$ cat src/rtl/seg_pkg.sv
// Shared types and constants for the six-digit 7-segment scan controller.
package seg_pkg;

  localparam int unsigned NUM_DIGITS = 6;
  localparam int unsigned DIG_W      = 3;
  localparam int unsigned BIN_W      = 6;
  localparam int unsigned BCD_W      = 8;
  localparam int unsigned SEG_W      = 7;

  typedef enum logic [2:0] {
    SNAP,
    CONV_S,
    CONV_M,
    CONV_H,
    SCAN
  } state_e;

  localparam logic [SEG_W-1:0] SEG_BLANK = 7'b1111111;

  // Active-low {g,f,e,d,c,b,a} patterns; element [n] is the glyph for digit n.
  localparam logic [9:0][SEG_W-1:0] SEG_LUT = {
    7'b0010000,  // 9
    7'b0000000,  // 8
    7'b1111000,  // 7
    7'b0000010,  // 6
    7'b0010010,  // 5
    7'b0011001,  // 4
    7'b0110000,  // 3
    7'b0100100,  // 2
    7'b1111001,  // 1
    7'b1000000   // 0
  };

endpackage

$ cat src/rtl/seg_scan_ctrl_if.sv
// Bus between the scan controller, the timekeeping counters, the shared converter and the display pins.
interface seg_scan_ctrl_if;
  import seg_pkg::*;

  logic             en;
  logic             blank_lz;
  logic [BIN_W-1:0] hours;
  logic [BIN_W-1:0] mins;
  logic [BIN_W-1:0] secs;
  logic [BIN_W-1:0] conv_bin;
  logic [BCD_W-1:0] conv_bcd;
  logic [NUM_DIGITS-1:0] an;
  logic [SEG_W-1:0] seg;
  logic             frame_done;

  modport slave (
    input  en, blank_lz, hours, mins, secs, conv_bcd,
    output conv_bin, an, seg, frame_done
  );

  modport master (
    output en, blank_lz, hours, mins, secs, conv_bcd,
    input  conv_bin, an, seg, frame_done
  );

endinterface

$ cat src/rtl/seg7_decode.sv
// BCD nibble to active-low 7-segment pattern; non-decimal nibbles go dark.
module seg7_decode
  import seg_pkg::*;
(
  input  logic [3:0]       nib_i,
  output logic [SEG_W-1:0] seg_c_o
);

  always_comb begin
    seg_c_o = SEG_BLANK;
    if (nib_i <= 4'd9) begin
      seg_c_o = SEG_LUT[nib_i];
    end
  end

endmodule

$ cat src/rtl/seg_scan_ctrl.sv
// Snapshots h/m/s, converts them through the shared binary-to-BCD unit one field
// per cycle, then multiplexes the six digits onto the segment bus.
module seg_scan_ctrl
  import seg_pkg::*;
#(
  parameter int unsigned DWELL = 1000,
  parameter int unsigned CNT_W = 10
) (
  input  logic            clk,
  input  logic            rst,
  seg_scan_ctrl_if.slave  bus
);

  localparam logic [CNT_W-1:0] CNT_LAST = CNT_W'(DWELL - 1);
  localparam logic [DIG_W-1:0] DIG_LAST = DIG_W'(NUM_DIGITS - 1);

  state_e                state_q, state_d;
  logic [DIG_W-1:0]      dig_q, dig_d;
  logic [CNT_W-1:0]      cnt_q, cnt_d;
  logic [BIN_W-1:0]      snap_h_q, snap_h_d;
  logic [BIN_W-1:0]      snap_m_q, snap_m_d;
  logic [BIN_W-1:0]      snap_s_q, snap_s_d;
  logic [BCD_W-1:0]      bcd_h_q, bcd_h_d;
  logic [BCD_W-1:0]      bcd_m_q, bcd_m_d;
  logic [BCD_W-1:0]      bcd_s_q, bcd_s_d;
  logic [BIN_W-1:0]      conv_bin_q, conv_bin_d;
  logic [NUM_DIGITS-1:0] an_q, an_d;
  logic [SEG_W-1:0]      seg_q, seg_d;
  logic                  frame_done_q, frame_done_d;
  logic [3:0]            nib_c;
  logic [SEG_W-1:0]      dec_seg_c;

  always_ff @(posedge clk) begin
    if (rst) begin
      state_q      <= SNAP;
      dig_q        <= '0;
      cnt_q        <= '0;
      snap_h_q     <= '0;
      snap_m_q     <= '0;
      snap_s_q     <= '0;
      bcd_h_q      <= '0;
      bcd_m_q      <= '0;
      bcd_s_q      <= '0;
      conv_bin_q   <= '0;
      an_q         <= '1;
      seg_q        <= SEG_BLANK;
      frame_done_q <= 1'b0;
    end else begin
      state_q      <= state_d;
      dig_q        <= dig_d;
      cnt_q        <= cnt_d;
      snap_h_q     <= snap_h_d;
      snap_m_q     <= snap_m_d;
      snap_s_q     <= snap_s_d;
      bcd_h_q      <= bcd_h_d;
      bcd_m_q      <= bcd_m_d;
      bcd_s_q      <= bcd_s_d;
      conv_bin_q   <= conv_bin_d;
      an_q         <= an_d;
      seg_q        <= seg_d;
      frame_done_q <= frame_done_d;
    end
  end

  // Sequencing: snapshot, three conversion slots, then the dwell-timed digit scan.
  always_comb begin
    state_d    = state_q;
    dig_d      = dig_q;
    cnt_d      = cnt_q;
    snap_h_d   = snap_h_q;
    snap_m_d   = snap_m_q;
    snap_s_d   = snap_s_q;
    bcd_h_d    = bcd_h_q;
    bcd_m_d    = bcd_m_q;
    bcd_s_d    = bcd_s_q;
    conv_bin_d = conv_bin_q;
    if (bus.en) begin
      unique case (state_q)
        SNAP: begin
          snap_h_d   = bus.hours;
          snap_m_d   = bus.mins;
          snap_s_d   = bus.secs;
          conv_bin_d = bus.secs;  // same value the snapshot captures this edge
          state_d    = CONV_S;
        end
        CONV_S: begin
          bcd_s_d    = bus.conv_bcd;
          conv_bin_d = snap_m_q;
          state_d    = CONV_M;
        end
        CONV_M: begin
          bcd_m_d    = bus.conv_bcd;
          conv_bin_d = snap_h_q;
          state_d    = CONV_H;
        end
        CONV_H: begin
          bcd_h_d = bus.conv_bcd;
          dig_d   = '0;
          cnt_d   = '0;
          state_d = SCAN;
        end
        SCAN: begin
          if (cnt_q == CNT_LAST) begin
            cnt_d = '0;
            if (dig_q == DIG_LAST) begin
              dig_d   = '0;
              state_d = SNAP;
            end else begin
              dig_d = dig_q + DIG_W'(1);
            end
          end else begin
            cnt_d = cnt_q + CNT_W'(1);
          end
        end
        default: state_d = SNAP;
      endcase
    end
  end

  // Nibble for the digit that will be lit after this edge.
  always_comb begin
    unique case (dig_d)
      3'd0:    nib_c = bcd_s_q[3:0];
      3'd1:    nib_c = bcd_s_q[7:4];
      3'd2:    nib_c = bcd_m_q[3:0];
      3'd3:    nib_c = bcd_m_q[7:4];
      3'd4:    nib_c = bcd_h_q[3:0];
      3'd5:    nib_c = bcd_h_q[7:4];
      default: nib_c = 4'd0;
    endcase
  end

  seg7_decode u_dec (
    .nib_i   (nib_c),
    .seg_c_o (dec_seg_c)
  );

  // Display outputs follow the next state so anode, segments and digit move together.
  always_comb begin
    an_d         = an_q;
    seg_d        = seg_q;
    frame_done_d = 1'b0;
    if (bus.en) begin
      if (state_d == SCAN) begin
        an_d = ~(NUM_DIGITS'(1) << dig_d);
        if (bus.blank_lz && (dig_d == DIG_LAST) && (nib_c == 4'd0)) begin
          seg_d = SEG_BLANK;
        end else begin
          seg_d = dec_seg_c;
        end
        frame_done_d = (dig_d == DIG_LAST) && (cnt_d == CNT_LAST);
      end else begin
        an_d  = '1;
        seg_d = SEG_BLANK;
      end
    end
  end

  assign bus.conv_bin   = conv_bin_q;
  assign bus.an         = an_q;
  assign bus.seg        = seg_q;
  assign bus.frame_done = frame_done_q;

endmodule

$ cat src/flat_wrapper.sv
// flat-port wrapper written by rule: the top's interface ports become plain ports
module seg_scan_ctrl_flat import seg_pkg::*;
#(
  parameter int unsigned DWELL = 1000,
  parameter int unsigned CNT_W = 10
)
  (clk, rst, bus_en, bus_blank_lz, bus_hours, bus_mins, bus_secs, bus_conv_bcd, bus_conv_bin, bus_an, bus_seg, bus_frame_done);
  seg_scan_ctrl_if bus_i ();
  input  logic clk;
  input  logic rst;
  input wire logic [$bits(bus_i.en)-1:0] bus_en;
  input wire logic [$bits(bus_i.blank_lz)-1:0] bus_blank_lz;
  input wire logic [$bits(bus_i.hours)-1:0] bus_hours;
  input wire logic [$bits(bus_i.mins)-1:0] bus_mins;
  input wire logic [$bits(bus_i.secs)-1:0] bus_secs;
  input wire logic [$bits(bus_i.conv_bcd)-1:0] bus_conv_bcd;
  output wire logic [$bits(bus_i.conv_bin)-1:0] bus_conv_bin;
  output wire logic [$bits(bus_i.an)-1:0] bus_an;
  output wire logic [$bits(bus_i.seg)-1:0] bus_seg;
  output wire logic [$bits(bus_i.frame_done)-1:0] bus_frame_done;
  assign bus_i.en = bus_en;
  assign bus_i.blank_lz = bus_blank_lz;
  assign bus_i.hours = bus_hours;
  assign bus_i.mins = bus_mins;
  assign bus_i.secs = bus_secs;
  assign bus_i.conv_bcd = bus_conv_bcd;
  assign bus_conv_bin = bus_i.conv_bin;
  assign bus_an = bus_i.an;
  assign bus_seg = bus_i.seg;
  assign bus_frame_done = bus_i.frame_done;
  seg_scan_ctrl #(.DWELL(DWELL), .CNT_W(CNT_W)) u_core (.clk(clk), .rst(rst), .bus(bus_i));
endmodule
$ cat config.mk
export PLATFORM = sky130hd
export DESIGN_NAME = seg_scan_ctrl_flat
export DESIGN_NICKNAME = d
export VERILOG_FILES = /design/src/rtl/seg_pkg.sv /design/src/rtl/seg_scan_ctrl_if.sv /design/src/rtl/seg7_decode.sv /design/src/rtl/seg_scan_ctrl.sv /design/src/flat_wrapper.sv
export SDC_FILE = /design/constraint.sdc
export NUM_CORES = 1
export LEC_CHECK = 0
export ABC_AREA = 1
export BUFFER_PORTS_ARGS = -buffer_cell sky130_fd_sc_hd__buf_4
export CORE_MARGIN = 5
export CORE_UTILIZATION = 48
export CTS_BUF_LIST = sky130_fd_sc_hd__clkbuf_16
export CTS_CLUSTER_SIZE = 12
export DETAILED_ROUTE_END_ITERATION = 10
export PLACE_DENSITY = 0.79
export SETUP_SLACK_MARGIN = 0.4
export SLEW_MARGIN = 20
export SYNTH_ARGS = -nofsm -noshare
export SYNTH_HDL_FRONTEND = slang
export SYNTH_SLANG_ARGS = --single-unit
$ cat constraint.sdc
create_clock -name clk -period 3.4 [get_ports clk]
set_clock_uncertainty 0.15 [all_clocks]
set_input_delay 0.34 -clock clk [delete_from_list [all_inputs] [get_ports clk]]
set_output_delay 0.34 -clock clk [all_outputs]
set_load 0.01 [all_outputs]
==> metrics.md <==
| Metric | Value |
|---|---|
| Status | finished, final reports clean |
| Peak Freq | 328 MHz |
| Routed length on met2 | 5060 µm |
| Worst-Skew Late Latency | 0.33 ns |
| Post-synthesis sequential area ratio | 0.413 |
| Clock-pin slew on the worst setup and hold paths | 0.06 ns |
| Unrepaired setup endpoints after global routing | true |
| Final setup fails | 0 |
| Antenna Violating Nets Remaining | 0 |
| Inserted Clock Buffers | 9 |
| Crit path launch | u_core.cnt_q[1] |
| NumNets Final | 592 |
| Crit path time final | 3.05 ns |
| Hold path startpoint | bus_conv_bcd[5] |
| Cell Area, Synth | 0.00349 mm² |
| CTS tree | done |
| Met3 wire len | 701 µm |
| Total of warnings raised by yosys | 0 |
| Area leader, netlist | dfxtp_1 |
| Crit Path Category | reg2reg |
| CP max FO | 5 |
| GRT Total Usage | 0.220 |
| Number of clock sinks | 72 |
| Placeable core area | 0.00718 mm² |
| Leak | 1.96 nW |
| Detailed-route DRC error count | 0 |
| Max-cap violation count | 0 |
| Highest metal used | met4 |
| Largest delay contributor family on the critical path | simple AND/OR/NAND/NOR gates |
| Worst path max stage delay | 0.37 ns |
| Crit path cell chain | ha_4, nand2_4, nor2_4, nand2_2, nor2_4, nand3_4, nand3_4, nand2_8, nor3_4, nand2_1, nand2_1, nor2_1, nand3_2, inv_4, ha_4, or2_4, nand3_2, nand2_2, nand2_4, inv_4, nand3_2, nand2_1, inv_1 |
| Port Buffer Count | 49 |
| WL/cell | 15.4 µm |
| Most common cell after layout, fill and taps aside | nor2_1 |
| Buf/Inv on CP | 3 |
| Worst r2r src | u_core.cnt_q[1] |
| Die Width | 95.3 µm |
| Drt pass-1 iters | 5 |
| Starting DRT DRC Count | 268 |
| Final Cycle Share | 0.897 |
| Synth Area per Inst | 7.20 µm² |
| Die Y | 95.3 µm |
| First-pass GRT wire length | 15600 µm |
| Synth-to-Final Area Change | 31.8% |
| Arr. time, crit path | 3.18 ns |
| Synthesized instance count | 485 |
| Post-Route WL | 10100 µm |
| Clock Tree Buf Depth | 2 |
| Slowest-stage cell, CP | dfxtp_4 |
| Total congestion overflow | 0 |
| H-tree levels | 3 |
| Top-area cell type share of the netlist area | 0.413 |
| Startpoint types | register |
| Yosys reg bits | 72 |
| Distinct cell type count after synthesis | 34 |
| Power density cells | 421 mW/mm² |
| Syn_nets | 521 |
| Pre-CTS WS | 0.116 ns |
| CTS root buf | clkbuf_16 |
| FP Rows | 31 |
| Setup crit end kind | register |
| Placer Congestion | 0.865 |
| Share of cells above drive strength 1 | 0.288 |
| Relative slew margins | 0.515 |
| Die area | 0.00908 mm² |
| I/O pin count | 50 |
| Pin count of the biggest net entering global routing | 33 |
| Starting Density | 0.486 |
| Final core occ | 0.641 |
| Via count | 3547 |
| Via density | 5.38 |
| Required @ worst endpoint | 3.53 ns |
| Initial antenna violation count | 0 |
| Min-delay worst type | in2reg |
| Vias in the first global route | 3370 |
| Fill cell count | 585 |
| Maximum VDD drop | 275 µV |
| Metal1 wirelength | 4130 µm |
| Most frequent cells in the layout | nor2_1 (89), dfxtp_1 (70), nand2_1 (69), buf_4 (69), inv_1 (41) |
| Ranking of synthesized cells by area | dfxtp_1 (41%), nor2_1 (10%), nand2_1 (8.4%) |
| Final Hold Viols | 0 |
| DP HPWL | 6100 µm |
| Slew at the pin with the worst max-slew slack | 0.727 ns |
| Final worst setup slack | 0.350 ns |
| Antenna diodes | 0 |
| Setup TNS | 0 ns |
| Final max-slew violation count | 0 |
[timing repair]
item | CTS | global route
gates cloned | 0 | 1
gates resized for setup | 29 | 30
buffers inserted | 10 | 7
setup endpoints to repair | 7 | 7
hold buffers | 0 | 0
pin swaps | 10 | 18
[routing by layer]
| metal | global-route usage | vias to the layer above |
|---|---|---|
| met4 | 0.102 | 0 |
| li1 | - | 1724 |
| met5 | 0 | - |
| met2 | 0.365 | 144 |
| met3 | 0.0426 | 29 |
| met1 | 0.274 | 1650 |
[Yosys cell counts (all sizes together)]
| cell type | number |
|---|---|
| nor2 | 104 |
| nand2 | 92 |
| dfxtp | 72 |
| inv | 49 |
| nand3 | 37 |
| o21ai | 36 |
| a21oi | 30 |
| clkbuf | 9 |
| nor3 | 9 |
| xor2 | 7 |
| ha | 6 |
| nand4 | 6 |
| or2 | 6 |
| a22oi | 5 |
| a221oi | 3 |
| a31oi | 3 |
| o22ai | 3 |
| buf | 2 |
| nand3b | 2 |
| a22o | 1 |
| clkinv | 1 |
| nor4 | 1 |
| xnor2 | 1 |
[stage by stage]
stage	std cells	hold WS (ns)	cell area (µm²)	power [mW]
after CTS	651	0.106	4410	1.91
after detailed placement	626	0.296	3960	1.09
final	659	0.107	4600	1.93
after global placement	626	0.294	3960	1.09
after floorplan	485	0.275	3490	1.02
after global routing	659	0.128	4600	1.99
[power by group]
group          leakage [nW]  internal [mW]  switching, mW
clock network         0.125          0.479          0.359
registers             0.587          0.873         0.0190
logic                  1.25         0.0851          0.119
[flip-flops by register name, indices dropped and copies added, names as in the netlist]
name and count:
u_core.bcd_s_q 8, u_core.snap_m_q 6, u_core.cnt_q 10, u_core.state_q 3
u_core.bus.frame_done 1, u_core.dig_q 3, u_core.bus.seg 7, u_core.bcd_h_q 8
u_core.bus.conv_bin 6, u_core.snap_h_q 6, u_core.bus.an 6, u_core.bcd_m_q 8
[worst paths after layout]
path         slack [ns]  cells after the start                  to
max                0.35                     23   u_core.bus.seg[3]
min                0.11                      3   u_core.bcd_s_q[5]
max reg2reg        0.35                     23   u_core.bus.seg[3]
min reg2reg        0.30                      2  u_core.snap_m_q[4]
[cell families (layout without fill, tap and decap cells)]
logic type                 Yosys count  in the layout  synth area share
AOI/OAI and AO/OA                   81             81             0.133
and+or+nand+nor                    257            258             0.345
DFF                                 72             72             0.413
buffers and inverters               61            135            0.0677
xor gates and xnor gates             8              8            0.0201
adders and majority gates            6              6            0.0215
[final cells by class]
type	instances	area (µm²)	share of cell area
clock buffer	9	225	0.0490
clock inverter	6	30.0	0.00653
inverter	50	205	0.0446
multi-input combinational	353	2040	0.443
sequential	72	1450	0.315
tap	99	124	0.0269
timing repair buffer	70	529	0.115
[worst min-delay path, delay by kind of cell]
family,cells,cell delay [ns]
buffers and inverters,1,0.10
AND/OR/NAND/NOR,2,0.12
No activity file was read; power rests on OpenSTA's default activity.
